**src/rtl/keypad_matrix_emulator.sv**
```systemverilog
// Emulates a 4x4 passive key matrix for loopback testing of a row-scanning keypad decoder.
// One key is pressed per accepted request: optional bounce, HOLD visits, RELEASE visits, then done.
module keypad_matrix_emulator #(
    parameter int HOLD_SCANS     = 4,
    parameter int RELEASE_SCANS  = 2,
    parameter int BOUNCE_CYCLES  = 0,
    parameter int TIMEOUT_CYCLES = 1024
) (
    input  logic       clk,
    input  logic       rst,
    input  logic       key_valid,
    input  logic [3:0] key_code,
    output logic       key_ready,
    input  logic [3:0] hl,
    output logic [3:0] vl,
    output logic       pressed,
    output logic       done,
    output logic       timeout,
    output logic [1:0] dbg_state
);

    typedef enum logic [1:0] {
        IDLE    = 2'd0,
        BOUNCE  = 2'd1,
        HOLD    = 2'd2,
        RELEASE = 2'd3
    } state_t;

    localparam int HW = $clog2(HOLD_SCANS) + 1;
    localparam int RW = $clog2(RELEASE_SCANS) + 1;
    localparam int BW = $clog2(BOUNCE_CYCLES) + 1;
    localparam int TW = $clog2(TIMEOUT_CYCLES) + 1;

    localparam logic [HW-1:0] HOLD_LAST = HW'(HOLD_SCANS - 1);
    localparam logic [RW-1:0] REL_LAST  = RW'(RELEASE_SCANS - 1);
    localparam logic [BW-1:0] BNC_LAST  = BW'((BOUNCE_CYCLES > 0) ? BOUNCE_CYCLES - 1 : 0);
    localparam logic [TW-1:0] TO_LAST   = TW'(TIMEOUT_CYCLES - 1);

    state_t        state_q, state_d;
    logic [3:0]    key_q, key_d;
    logic [3:0]    hl_prev_q;
    logic [HW-1:0] hold_cnt_q, hold_cnt_d;
    logic [RW-1:0] rel_cnt_q, rel_cnt_d;
    logic [BW-1:0] bnc_cnt_q, bnc_cnt_d;
    logic [TW-1:0] to_cnt_q, to_cnt_d;
    logic [7:0]    lfsr_q, lfsr_d;

    logic [1:0] row;
    logic [1:0] col;
    logic       visit;
    logic       to_hit;
    logic       active;

    assign row    = key_q[3:2];
    assign col    = key_q[1:0];
    // A visit is the falling edge of the latched key's row strobe.
    assign visit  = ~hl[row] & hl_prev_q[row];
    assign to_hit = (to_cnt_q == TO_LAST);

    // x^8 + x^6 + x^5 + x^4 + 1, free-running in every state.
    assign lfsr_d = {lfsr_q[6:0], lfsr_q[7] ^ lfsr_q[5] ^ lfsr_q[4] ^ lfsr_q[3]};

    always_ff @(posedge clk or posedge rst) begin
        if (rst) begin
            state_q    <= IDLE;
            key_q      <= 4'h0;
            hl_prev_q  <= 4'hF;
            hold_cnt_q <= '0;
            rel_cnt_q  <= '0;
            bnc_cnt_q  <= '0;
            to_cnt_q   <= '0;
            lfsr_q     <= 8'hA5;
        end else begin
            state_q    <= state_d;
            key_q      <= key_d;
            hl_prev_q  <= hl;
            hold_cnt_q <= hold_cnt_d;
            rel_cnt_q  <= rel_cnt_d;
            bnc_cnt_q  <= bnc_cnt_d;
            to_cnt_q   <= to_cnt_d;
            lfsr_q     <= lfsr_d;
        end
    end

    always_comb begin
        state_d    = state_q;
        key_d      = key_q;
        hold_cnt_d = hold_cnt_q;
        rel_cnt_d  = rel_cnt_q;
        bnc_cnt_d  = bnc_cnt_q;
        to_cnt_d   = to_cnt_q;
        active     = 1'b0;
        done       = 1'b0;
        timeout    = 1'b0;

        case (state_q)
            IDLE: begin
                to_cnt_d = '0;
                if (key_valid) begin
                    key_d      = key_code;
                    hold_cnt_d = '0;
                    rel_cnt_d  = '0;
                    bnc_cnt_d  = '0;
                    state_d    = (BOUNCE_CYCLES > 0) ? BOUNCE : HOLD;
                end
            end
            BOUNCE: begin
                active   = lfsr_q[0];
                to_cnt_d = '0;
                if (bnc_cnt_q == BNC_LAST) begin
                    state_d = HOLD;
                end else begin
                    bnc_cnt_d = bnc_cnt_q + BW'(1);
                end
            end
            HOLD: begin
                active = 1'b1;
                // A visit on the terminal-count cycle wins over the timeout.
                if (visit) begin
                    to_cnt_d = '0;
                    if (hold_cnt_q == HOLD_LAST) begin
                        state_d = RELEASE;
                    end else begin
                        hold_cnt_d = hold_cnt_q + HW'(1);
                    end
                end else if (to_hit) begin
                    active  = 1'b0;
                    timeout = 1'b1;
                    state_d = IDLE;
                end else begin
                    to_cnt_d = to_cnt_q + TW'(1);
                end
            end
            RELEASE: begin
                if (visit) begin
                    to_cnt_d = '0;
                    if (rel_cnt_q == REL_LAST) begin
                        done    = 1'b1;
                        state_d = IDLE;
                    end else begin
                        rel_cnt_d = rel_cnt_q + RW'(1);
                    end
                end else if (to_hit) begin
                    timeout = 1'b1;
                    state_d = IDLE;
                end else begin
                    to_cnt_d = to_cnt_q + TW'(1);
                end
            end
            default: begin
                state_d = IDLE;
            end
        endcase

        if (state_d != state_q) begin
            to_cnt_d = '0;
        end
    end

    // Wired-AND matrix: only the pressed key's column can be pulled low.
    always_comb begin
        vl = 4'hF;
        for (int c = 0; c < 4; c++) begin
            vl[c] = ~(active & (col == 2'(c)) & ~hl[row]);
        end
    end

    assign key_ready = (state_q == IDLE);
    assign pressed   = active;
    assign dbg_state = state_q;

endmodule
```
**config.mk**
```make
export PLATFORM = sky130hd
export DESIGN_NAME = keypad_matrix_emulator
export DESIGN_NICKNAME = d
export VERILOG_FILES = /design/src/rtl/keypad_matrix_emulator.sv
export SDC_FILE = /design/constraint.sdc
export NUM_CORES = 1
export LEC_CHECK = 0
export CORE_MARGIN = 1.5
export CORE_UTILIZATION = 52
export CTS_BUF_LIST = sky130_fd_sc_hd__clkbuf_2 sky130_fd_sc_hd__clkbuf_4 sky130_fd_sc_hd__clkbuf_8
export CTS_CLUSTER_SIZE = 10
export DETAILED_ROUTE_END_ITERATION = 8
export PLACE_DENSITY_LB_ADDON = 0.3
export SETUP_SLACK_MARGIN = 0.05
export SLEW_MARGIN = 20
export SYNTH_ARGS = -nofsm -noshare
export SYNTH_HDL_FRONTEND = slang
export SYNTH_SLANG_ARGS = --single-unit
```
**constraint.sdc**
```tcl
create_clock -name clk -period 2.73 [get_ports clk]
set_input_delay 0.819 -clock clk [delete_from_list [all_inputs] [get_ports clk]]
set_output_delay 0.819 -clock clk [all_outputs]
set_load 0.03 [all_outputs]
```
# After elaboration in Yosys (flattened, before gate mapping)
# Index checks and enable logic that the tools add are counted.
# totals
rom_bits	0
ram_bits	0
latchBits	0
regBits	35
n_memories	0
output_inout_bits	10
# classes
n_lt_le_gt_ge	1
n_addsub	4
bitwise_logic	17
n_mux	36
n_eq_ne	16
shifts	0
div_mod_pow	0
mul	0
reduce_logical	11
# ops
op	n
two-way mux 11 bit	3
case mux 11 bit (2 select lines)	1
two-way mux 2 bit	10
two-way mux 1 bit	12
adder 11 x 1 -> 11 bit (second input constant)	1
equality test 11 x 10 -> 1 bit (second input constant)	1
inequality test 2 bit (second input constant)	5
AND 1 bit	9
two-way mux 3 bit	3
equality test 2 bit (second input constant)	4
case mux 2 bit (4 select lines)	1
AND reduction 4 bit	2
equality test 2 x 1 -> 1 bit (second input constant)	3
case mux 3 bit (2 select lines)	1
nonzero test 2 bit	3
inverter 1 bit	5
binary-select mux 1 bit (select 2 bit)	2
logical NOT 2 bit	2
inequality test 4 x 3 -> 1 bit (second input constant)	1
case mux 1 bit (2 select lines)	2
case mux 2 bit (2 select lines)	1
AND reduction 2 bit	2
OR reduction 2 bit	2
adder 3 x 1 -> 3 bit (second input constant)	1
other kinds (6)	8

# Depth between registers and ports, before layout
# Gate-level depths: netlist of the first run.
# depth
word_depth	9
mapped_depth	7

# Worst setup path before layout of the first run
# No wires, ideal clock.
# synth_timing
path_kind	input to output
from	input hl[3]
to	output pressed
setup_slack_ns	-0.632
stages	6
arrival_ns	2.543
cell_sequence	mux4_2 > nand2b_1 > buf_6 > buf_4 > and2_1 > o21ai_0
# synth_between
elab_chain_len	6
# synth_rtl
element	line	rtl
from (decl)	14	input logic [3:0] hl,
binary-select mux 1 bit (select 2 bit)	57	assign visit = ~hl[row] & hl_prev_q[row];
two-way mux 1 bit (not written as such)	57	
inverter 1 bit	57	
AND 1 bit	57	
two-way mux 1 bit	119	if (visit) begin
case mux 1 bit (2 select lines)	96	case (state_q)
to (decl)	16	output logic pressed,
# No other way between the ends. The select of a mux whose other input is x is not followed.

# Worst setup path in the final report of the first run
# layout_timing
from	input hl[3]
to	output vl[3]
# layout_between
elab_chain_len	9
# layout_rtl
element	line	rtl
binary-select mux 1 bit (select 2 bit) (*)	57, 164	
two-way mux 1 bit (not written as such) (*)	57, 164	
inverter 1 bit (*)	57, 164	
AND 1 bit	57	
two-way mux 1 bit	119	
case mux 1 bit (2 select lines)	96	
AND 1 bit	164	vl[c] = ~(active & (col == 2'(c)) & ~hl[row]);
AND 1 bit (*)	164	
inverter 1 bit (*)	164	
to (decl)	15	output logic [3:0] vl,
# Mark *: on every way between the ends. The rest lies on a longest branch, timed or not. The select of a mux whose other input is x is not followed.

==> flow_summary.toml, run 1 <==
[route]
ant_nets = 0
drt-initial-drc-count = 58
top_layer = "met4"
route.met3.wl_um = 140
via_per_inst = 5.74
dr.pass1.iters = 4
wl_met2_um = 2350
num_vias = 1528
wl_met1_um = 1840
wirelength_um = 4440
drc_errors = 0
routedWlPerCell_um = 16.7

[floorplanning]
start_util_pct = 54.6
coreArea_sq_mm = 0.00336
die_area_sq_mm = 0.00390
row_count = 21
die_w_um = 62.4
die_h_um = 62.4
io_pins = 21

[logic_synthesis]
ys_seq_area_share_pct = 46.9
syn_nets = 189
synth_area_leader_cell = "dfrtp_1"
synth_area_per_cell_sq_um = 10.8
syn_inst = 170
syn_area_sq_mm = 0.00184
yosys-top-cells-area = "dfrtp_1 (35%), dfstp_2 (11%), ha_1 (5.4%)"
synth_seq_cells = 34
async_flop_share_pct = 100
synth_flop_cell = "dfrtp_1"
synth.top_cell.area_share_pct = 35.4
yosysWarnings = 0
synth_edf_count = 0
synth_cell_types = 48

[cts]
htreeDepth = 2
cts_root_buffer = "clkbuf_4"
clkTransAtPathRegs_ps = 110
cts_sinks = 34
tritoncts = "yes"
clkLatencyLatePin_ps = 350
cts_buffers = 5
cts_buffer_depth = 2
ctsHoldBuffers = 0

[status]
violations = "negative setup slack"
outcome = "finished with violations"

[worst_setup_path]
timing.rr.end = "rel_cnt_q[1]$_DFFE_PP0P_"
cp-start-kind = "input port"
critPathKind = "in2out"
crit_fanout = 4
r2r_slack_ps = 560
r2r_cells = 7
worstReg2RegStart = "key_q[2]$_DFFE_PP0P_"
worstPathRequired_ps = 1910
crit_path_end_kind = "output pin"
cp.arrival_ps = 2260

[grt]
grt_usage_pct = 24.9
grt-ovfl-total = 0
grt_pass1_vias = 1595
grt_first_pass_wirelength_um = 7430
grt_max_degree = 35
antenna_found_initial = 0

[layout]
fin_nets = 238
nFillCells = 240
seq_area_sq_um = 861
instances_no_fill = 266
syn2layout_area_growth_pct = 33.7
multiInputGateArea_sq_um = 965
antennaDiodeCount = 0
drive_gt1_share_pct = 34.5

[placement]
hpwl_um = 3090
io_buffer_count = 20
dpl.cell_count = 254
place.gp.congestion = 0.864

[worst_hold_path]
min_path_cells = 0
min_path_type = "reg2reg"
min_to = "lfsr_q[7]$_DFF_PP1_"
hold_start = "lfsr_q[6]$_DFF_PP0_"

[sta]
slew_violations = 0
rsz0062_at_grt = "yes"
hold_viol_final = 0
layout_setup_ws_ps = -351
setup_viol = 7
fmax_mhz = 325
worst_slew_pin_slew_ps = 505
period_minus_slack_ps = 3080
relSlewSlack_pct = 66.1
finalCritPeriodShare_pct = 113
clock_skew_ps = 8.96

[power_and_ir_drop]
pwr_density_cell_mw_per_mm2 = 775
total_power_mw = 1.90
ir_worst_vdd_uv = 443
p_leak_nw = 1.06

[job]
cap_viol_max_count = 0
## power breakdown
group / internal [mW] / switching, mW
registers: 0.571 / 0.0586
logic: 0.439 / 0.449
clock network: 0.192 / 0.193
## registers in the layout, summed over array words and instances (netlist names)
register and flops:
to_cnt_q 11, lfsr_q 8, hl_prev_q 4, key_q 4
hold_cnt_q 3, dbg_state 2, rel_cnt_q 2
## cell families (layout without fill, tap and decap cells)
group	count (synthesis)	in the layout	synth area share [%]
AND/OR/NAND/NOR	59	59	18.6
AO/OA/AOI/OAI	34	34	13.7
flip-flops	34	34	46.9
buffers and inverters	17	67	4.16
multiplexers	12	12	8.38
adder cells (fa/ha/maj)	8	8	5.45
XOR/XNOR	6	6	2.86
## cells in the mapped netlist (2+ instances only)
cell type / n
and4_1: 2
nand4_1: 3
nor2_1: 8
nor3_1: 11
o211ai_1: 6
nor2b_1: 2
dfrtp_1: 26
o21ai_0: 11
mux2_2: 4
ha_1: 8
xnor2_1: 2
xor2_1: 4
mux2i_1: 6
a21o_1: 3
nand3b_1: 4
clkbuf_1: 3
nand2b_1: 4
dfstp_2: 8
inv_1: 11
nand3_1: 5
or3_1: 4
nor4b_1: 2
and3_1: 2
nand2_1: 7
## final cells by class
class / instances / area share [%]
clock inverter: 3 / 1.83
clock buffer: 5 / 1.53
timing repair buffer: 48 / 18.2
sequential: 34 / 35.1
tap: 46 / 2.34
inverter: 11 / 1.68
multi-input combinational: 119 / 39.3
## stage by stage
| stage | util [%] | area (sq um) | hold slack (ps) | setup slack [ps] | setup TNS [ps] |
|---|---|---|---|---|---|
| global route | 73.0 | 2450 | 378 | -387 | -2170 |
| finish | 73.0 | 2450 | 366 | -351 | -1900 |
| floorplan | - | 1890 | 333 | -224 | -1170 |
| detailed placement | 68.5 | 2300 | 342 | -1150 | -6880 |
| global placement | 68.5 | 2300 | 335 | -1110 | -6510 |
| CTS | 73.6 | 2480 | 371 | -407 | -2350 |
## critical path, stage by stage
cell,delay [ps]
buf_6,90
mux4_2,470
a21o_1,180
a31o_4,220
or3_4,330
buf_6,150
## timing repair
| action | CTS | global route |
|---|---|---|
| buffers inserted | 5 | 1 |
| pin swaps | 4 | 5 |
| cloned | 0 | 0 |
| resized for setup | 64 | 3 |
| endpoints found under the setup margin | 7 | 7 |
## placed cells by master (no fill, tap or decap), types with 4 or more instances in the layout
cell type        instances
dfrtp_1                 26
buf_4                   24
buf_6                   14
inv_1                   11
nor3_1                  11
o21ai_0                 10
clkdlybuf4s50_1          9
ha_1                     8
dfstp_2                  8
nand2_1                  7
nor2_1                   7
mux2i_1                  6
o211ai_1                 6
or3_4                    5
nand3_1                  5
clkbuf_4                 5
mux2_2                   4
nand3b_1                 4
xor2_1                   4
## routing by layer
metal | vias to the layer above | GRT usage [%]
met3 | 13 | 4.68
met5 | - | 0
met2 | 40 | 45.3
met4 | 0 | 11.7
li1 | 725 | -
met1 | 750 | 28.0
## worst max path at each step
stage,to,slack (ps),startpoint,cells past startpoint
final,vl[3],-350,hl[3],6
after global routing,vl[1],-390,hl[3],6
after CTS,vl[1],-410,hl[3],6
after detailed placement,vl[1],-1150,hl[2],6
after global placement,vl[2],-1110,hl[3],6
after floorplan,vl[0],-220,hl[3],5
(Power assumes the default switching activity.)
==> run 2: changes to the inputs <==
PLACE_DENSITY = 0.78   (was unset)
PLACE_DENSITY_LB_ADDON = unset   (was 0.3)
==> run 2 against run 1 <==
  * The flow still finishes with violations (negative setup slack)
  * Power is 2.3% lower
  * Worst setup slack got worse by 77 ps
  * Critical path depth did not move
  * Non-clock buffer count grew 1
  * Count of clock-buffer cells in the layout increased by 1
  * Routed wire length increased by 3.9%
  * Fmax is 2.5% lower
  * Highest routed layer unchanged
==> flow_summary.toml, run 2 (synthesis gave the netlist of run 1 again) <==
[status]
outcome = "finished with violations"
violations = "negative setup slack"

[worst_hold_path]
min_path_type = "reg2reg"

[sta]
setup_viol = 7
rsz0062_at_grt = "yes"
worst_slew_pin_slew_ps = 526
slew_violations = 0
clock_skew_ps = 13.1
hold_ws_ps = 363
period_minus_slack_ps = 3160
hold_viol_final = 0
finalCritPeriodShare_pct = 116
fmax_mhz = 317
relSlewSlack_pct = 64.9
layout_setup_ws_ps = -429

[floorplanning]
row_count = 21
die_h_um = 62.4
die_area_sq_mm = 0.00390
die_w_um = 62.4
start_util_pct = 54.6
io_pins = 21
coreArea_sq_mm = 0.00336

[layout]
regMostFlops = "to_cnt_q"
fin_nets = 239
reg_top3 = "to_cnt_q (11), lfsr_q (8)"
syn2layout_area_growth_pct = 32.8
antennaDiodeCount = 0
final_core_util_pct = 72.5
drive_gt1_share_pct = 35.3
largest_reg_flops = 11
nFillCells = 230
final_common_cell = "dfrtp_1"
mostFrequentLayoutCells = "dfrtp_1 (26), buf_4 (25), buf_6 (14)"

[cts]
cts_buffers = 5
cts_root_buffer = "clkbuf_4"
ctsHoldBuffers = 0
cts_buffer_depth = 2
htreeDepth = 2
clkLatencyLatePin_ps = 350
cts_sinks = 34
tritoncts = "yes"
clkTransAtPathRegs_ps = 100

[worst_setup_path]
cpMostUsedCell = "buf_6"
critPathKind = "in2out"
cp-start-kind = "input port"
cp.arrival_ps = 2340
crit_chain = "buf_6 -> mux4_2 -> a21o_1 -> a31o_4 -> or3_4 -> buf_6"
crit_path_top_delay_cell = "mux4_2"
worstPathRequired_ps = 1910
crit_path_end_kind = "output pin"
max_stage_delay_ps = 510
crit_fanout = 4

[grt]
grt-ovfl-total = 0
antenna_found_initial = 0
grt_pass1_vias = 1600
grt_max_degree = 35
grt_first_pass_wirelength_um = 7810
grt_usage_pct = 26.3

[job]
cap_viol_max_count = 0

[route]
ant_nets = 0
drc_errors = 0
dr.pass1.iters = 4
routedWlPerCell_um = 17.3
num_vias = 1539
drt-initial-drc-count = 65
via_per_inst = 5.76
wirelength_um = 4610

[power_and_ir_drop]
ir_worst_vdd_uv = 385
p_leak_nw = 1.06
pwr_density_cell_mw_per_mm2 = 761

[placement]
hpwl_um = 2870
place.gp.congestion = 0.850
io_buffer_count = 20
-- run 2: changes by cell type in the layout (fill, tap and decap cells not counted), sizes merged --
cell,previous run,this run
buf,39,40
clkinv,0,1
clkbuf,5,6
bufinv,1,0
clkinvlp,2,1
-- run 2: per-stage QoR --
step	cells	worst slack [ps]	power [mW]	TNS, ps	instance area (sq um)
finish	267	-429	1.86	-2420	2440
CTS	268	-421	1.89	-2460	2460
global placement	256	-1100	1.42	-6490	2320
floorplan	170	-224	1.19	-1170	1890
global route	267	-434	1.98	-2450	2440
detailed placement	256	-1170	1.46	-6940	2320
-- run 2: worst paths after layout --
kind,slack [ps],start,depth (start not counted),endpoint
worst max-delay path,-430,hl[3],6,vl[3]
worst min-delay path,360,lfsr_q[6]$_DFF_PP0_,0,lfsr_q[7]$_DFF_PP1_
worst max register to register,490,key_q[2]$_DFFE_PP0P_,7,hold_cnt_q[2]$_DFFE_PP0P_
worst min register to register,360,lfsr_q[6]$_DFF_PP0_,0,lfsr_q[7]$_DFF_PP1_
max in group asynchronous,1540,rst,3,lfsr_q[7]$_DFF_PP1_
min in group asynchronous,850,rst,3,lfsr_q[4]$_DFF_PP0_
-- run 2: worst max-delay path: cells and delay by family --
family          cells  cell delay (ps)
simple gates        1              340
mux                 1              510
compound gates      2              410
buf+inv             2              250
-- run 2: report_power, final --
group | total, mW | leakage (nW) | switching (mW) | internal [mW]
Combinational | 0.922 | 0.595 | 0.472 | 0.450
Sequential | 0.631 | 0.433 | 0.0601 | 0.571
Clock | 0.304 | 0.0343 | 0.180 | 0.124
Total | 1.86 | 1.06 | 0.713 | 1.15
-- run 2: final cells by class --
| class | count | area, sq um | share of cell area (%) |
|---|---|---|---|
| flip-flops and latches | 34 | 861 | 35.3 |
| repair buffers | 49 | 455 | 18.7 |
| well taps | 46 | 57.6 | 2.36 |
| multi-input cells | 119 | 961 | 39.4 |
| clock buffers | 6 | 51.3 | 2.10 |
| inverters | 11 | 41.3 | 1.69 |
| clock inverters | 2 | 12.5 | 0.513 |
-- run 2: repair_timing --
action / 4_1_cts / 5_1_grt
pin swaps: 4 / 5
setup buffers: 4 / 1
resized for setup: 65 / 3
setup endpoints to repair: 7 / 7
-- run 2: routing by layer --
layer / wire length, um / share of wire [%] / GRT usage [%]
met1: 1840 / 40 / 32.5
met2: 2450 / 53 / 44.6
met3: 197 / 4.3 / 5.77
met4: 120 / 2.6 / 10.8
met5: 0 / 0 / 0
==> run 3: changes to the inputs <==
CORE_MARGIN = unset   (was 1.5)
HOLD_SLACK_MARGIN = 0.03   (was unset)
==> run 3 against run 2 <==
  * The flow still finishes with violations (negative setup slack)
  * Clock power barely moved
  * Worst setup slack better by 20 ps
  * Final cell count down 1.5%
  * Sequential share of layout area unchanged
  * Critical path depth stayed put
  * Design area stayed put
  * Non-clock buffer count is 4 lower
  * Via count increased by 2.9%
  * Combinational power grew 0.7%
  * Hold slack worse by 0.76 ps
  * Largest cell class unchanged
  * Largest power group unchanged
  * Highest routed layer unchanged
==> flow_summary.toml, run 3 (synthesis gave the netlist of run 1 again) <==
[status]
outcome = "finished with violations"
violations = "negative setup slack"

[layout]
antennaDiodeCount = 0
largest_reg_flops = 11
final_core_util_pct = 72.5
seq_area_sq_um = 861
multiInputGateArea_sq_um = 961
syn2layout_area_growth_pct = 32.8
fin_nets = 235
final_common_cell = "dfrtp_1"
instances_no_fill = 263
reg_top3 = "to_cnt_q (11), lfsr_q (8)"
regMostFlops = "to_cnt_q"
drive_gt1_share_pct = 34.1
mostFrequentLayoutCells = "dfrtp_1 (26), buf_4 (20), buf_6 (12)"
nFillCells = 243

[power_and_ir_drop]
comb_power_share_pct = 49.8
p_leak_nw = 1.05
p_int_mw = 1.15
total_power_mw = 1.86
power_frac_clock_pct = 16.5
power.switching_mw = 0.710
p_seq_share_pct = 33.7
ir_worst_vdd_uv = 400
swShare_pct = 38.1
pwr_density_cell_mw_per_mm2 = 764

[floorplanning]
io_pins = 21
die_h_um = 61.4
die_area_sq_mm = 0.00377
die_w_um = 61.4
row_count = 21
coreArea_sq_mm = 0.00336
start_util_pct = 54.6

[sta]
hold_viol_final = 0
fmax_mhz = 319
clock_skew_ps = 13.3
period_minus_slack_ps = 3140
hold_ws_ps = 362
setup_viol = 7
rsz0062_at_grt = "yes"
worst_slew_pin_slew_ps = 671
layout_setup_ws_ps = -409
finalCritPeriodShare_pct = 115
relSlewSlack_pct = 55.2
slew_violations = 0

[worst_setup_path]
r2r_slack_ps = 650
critPathKind = "in2out"
cpMostUsedCell = "buf_6"
max_stage_delay_ps = 480
critical_path.top_delay_family = "simple AND/OR/NAND/NOR gates"
cp-start-kind = "input port"
worstPathBufferInverterCount = 2
crit_chain = "buf_6 -> mux4_2 -> nand2b_4 -> a31o_4 -> or3_4 -> buf_6"
cp.arrival_ps = 2320
crit_path_top_delay_cell = "mux4_2"
crit_fanout = 4
crit_path_end_kind = "output pin"
worstPathRequired_ps = 1910

[grt]
grt_max_degree = 19
antenna_found_initial = 0
grt_pass1_vias = 1532
grt-ovfl-total = 0
grt_usage_pct = 25.6
grt_first_pass_wirelength_um = 6820

[cts]
cts_buffer_depth = 2
tritoncts = "yes"
htreeDepth = 2
ctsHoldBuffers = 0
clkLatencyLatePin_ps = 350
cts_buffers = 5
cts_sinks = 34
clkTransAtPathRegs_ps = 120
cts_root_buffer = "clkbuf_4"

[route]
top_layer = "met4"
ant_nets = 0
wirelength_um = 4580
wl_met2_um = 2430
via_per_inst = 6.02
dr.pass1.iters = 5
drc_errors = 0
num_vias = 1583
route.met3.wl_um = 211
drt-initial-drc-count = 109
routedWlPerCell_um = 17.4
wl_met1_um = 1830

[job]
cap_viol_max_count = 0

[placement]
place_ws_ps = -1180
dpl.cell_count = 254
io_buffer_count = 20
hpwl_um = 3150
place.gp.congestion = 0.851

[worst_hold_path]
min_path_type = "reg2reg"
run 3: changes by cell type in the layout (fill, tap and decap cells not counted):
| cell | change |
|---|---|
| buf_12 | +3 |
| buf_4 | -5 |
| buf_6 | -2 |
run 3: worst register-to-register path, cell delays in order (launching register included):
cell and delay [ps]:
dfrtp_1 430, mux4_2 540, nand2b_4 180, buf_12 130, buf_12 140, nor4b_1 340, mux2i_1 250
run 3: path summary, 6_finish.rpt:
| check | startpoint | end | depth (start not counted) |
|---|---|---|---|
| max | hl[3] | vl[3] | 6 |
| min | lfsr_q[6]$_DFF_PP0_ | lfsr_q[7]$_DFF_PP1_ | 0 |
| max reg2reg | key_q[2]$_DFFE_PP0P_ | rel_cnt_q[1]$_DFFE_PP0P_ | 6 |
| min reg2reg | lfsr_q[6]$_DFF_PP0_ | lfsr_q[7]$_DFF_PP1_ | 0 |
| max in group asynchronous | rst | to_cnt_q[3]$_DFFE_PP0P_ | 3 |
| min in group asynchronous | rst | lfsr_q[1]$_DFF_PP0_ | 2 |
run 3: area by class of cell:
type,instances,area share (%)
clock inverters,2,0.513
repair buffers,45,18.7
clock buffers,6,2.10
flip-flops and latches,34,35.3
well taps,46,2.36
inverters,11,1.69
multi-input cells,119,39.4
run 3: timing repair:
item,4_1_cts,5_1_grt
setup endpoints to repair,7,7
pin swaps,2,3
setup buffers,0,1
resized for setup,61,5
run 3: power by group through the flow:
stage          Combinational, mW  Clock (mW)  Sequential (mW)
4_1_cts                    0.864       0.315            0.630
3_3_place_gp               0.782           0            0.630
6_report                   0.928       0.307            0.629
2_1_floorplan              0.538           0            0.649
3_5_place_dp               0.829           0            0.639
5_1_grt                    0.997       0.332            0.637
run 3: per-stage QoR:
step           instance area (sq um)  setup TNS [ps]
6_report                        2440           -2150
2_1_floorplan                   1890           -1170
5_1_grt                         2440           -2240
4_1_cts                         2410           -2050
3_3_place_gp                    2320           -6500
3_5_place_dp                    2320           -6950
run 3: routing by layer:
layer | vias up | global-route usage [%]
li1 | 727 | -
met1 | 785 | 29.2
met2 | 58 | 46.7
met3 | 13 | 5.46
met4 | 0 | 9.84
met5 | - | 0
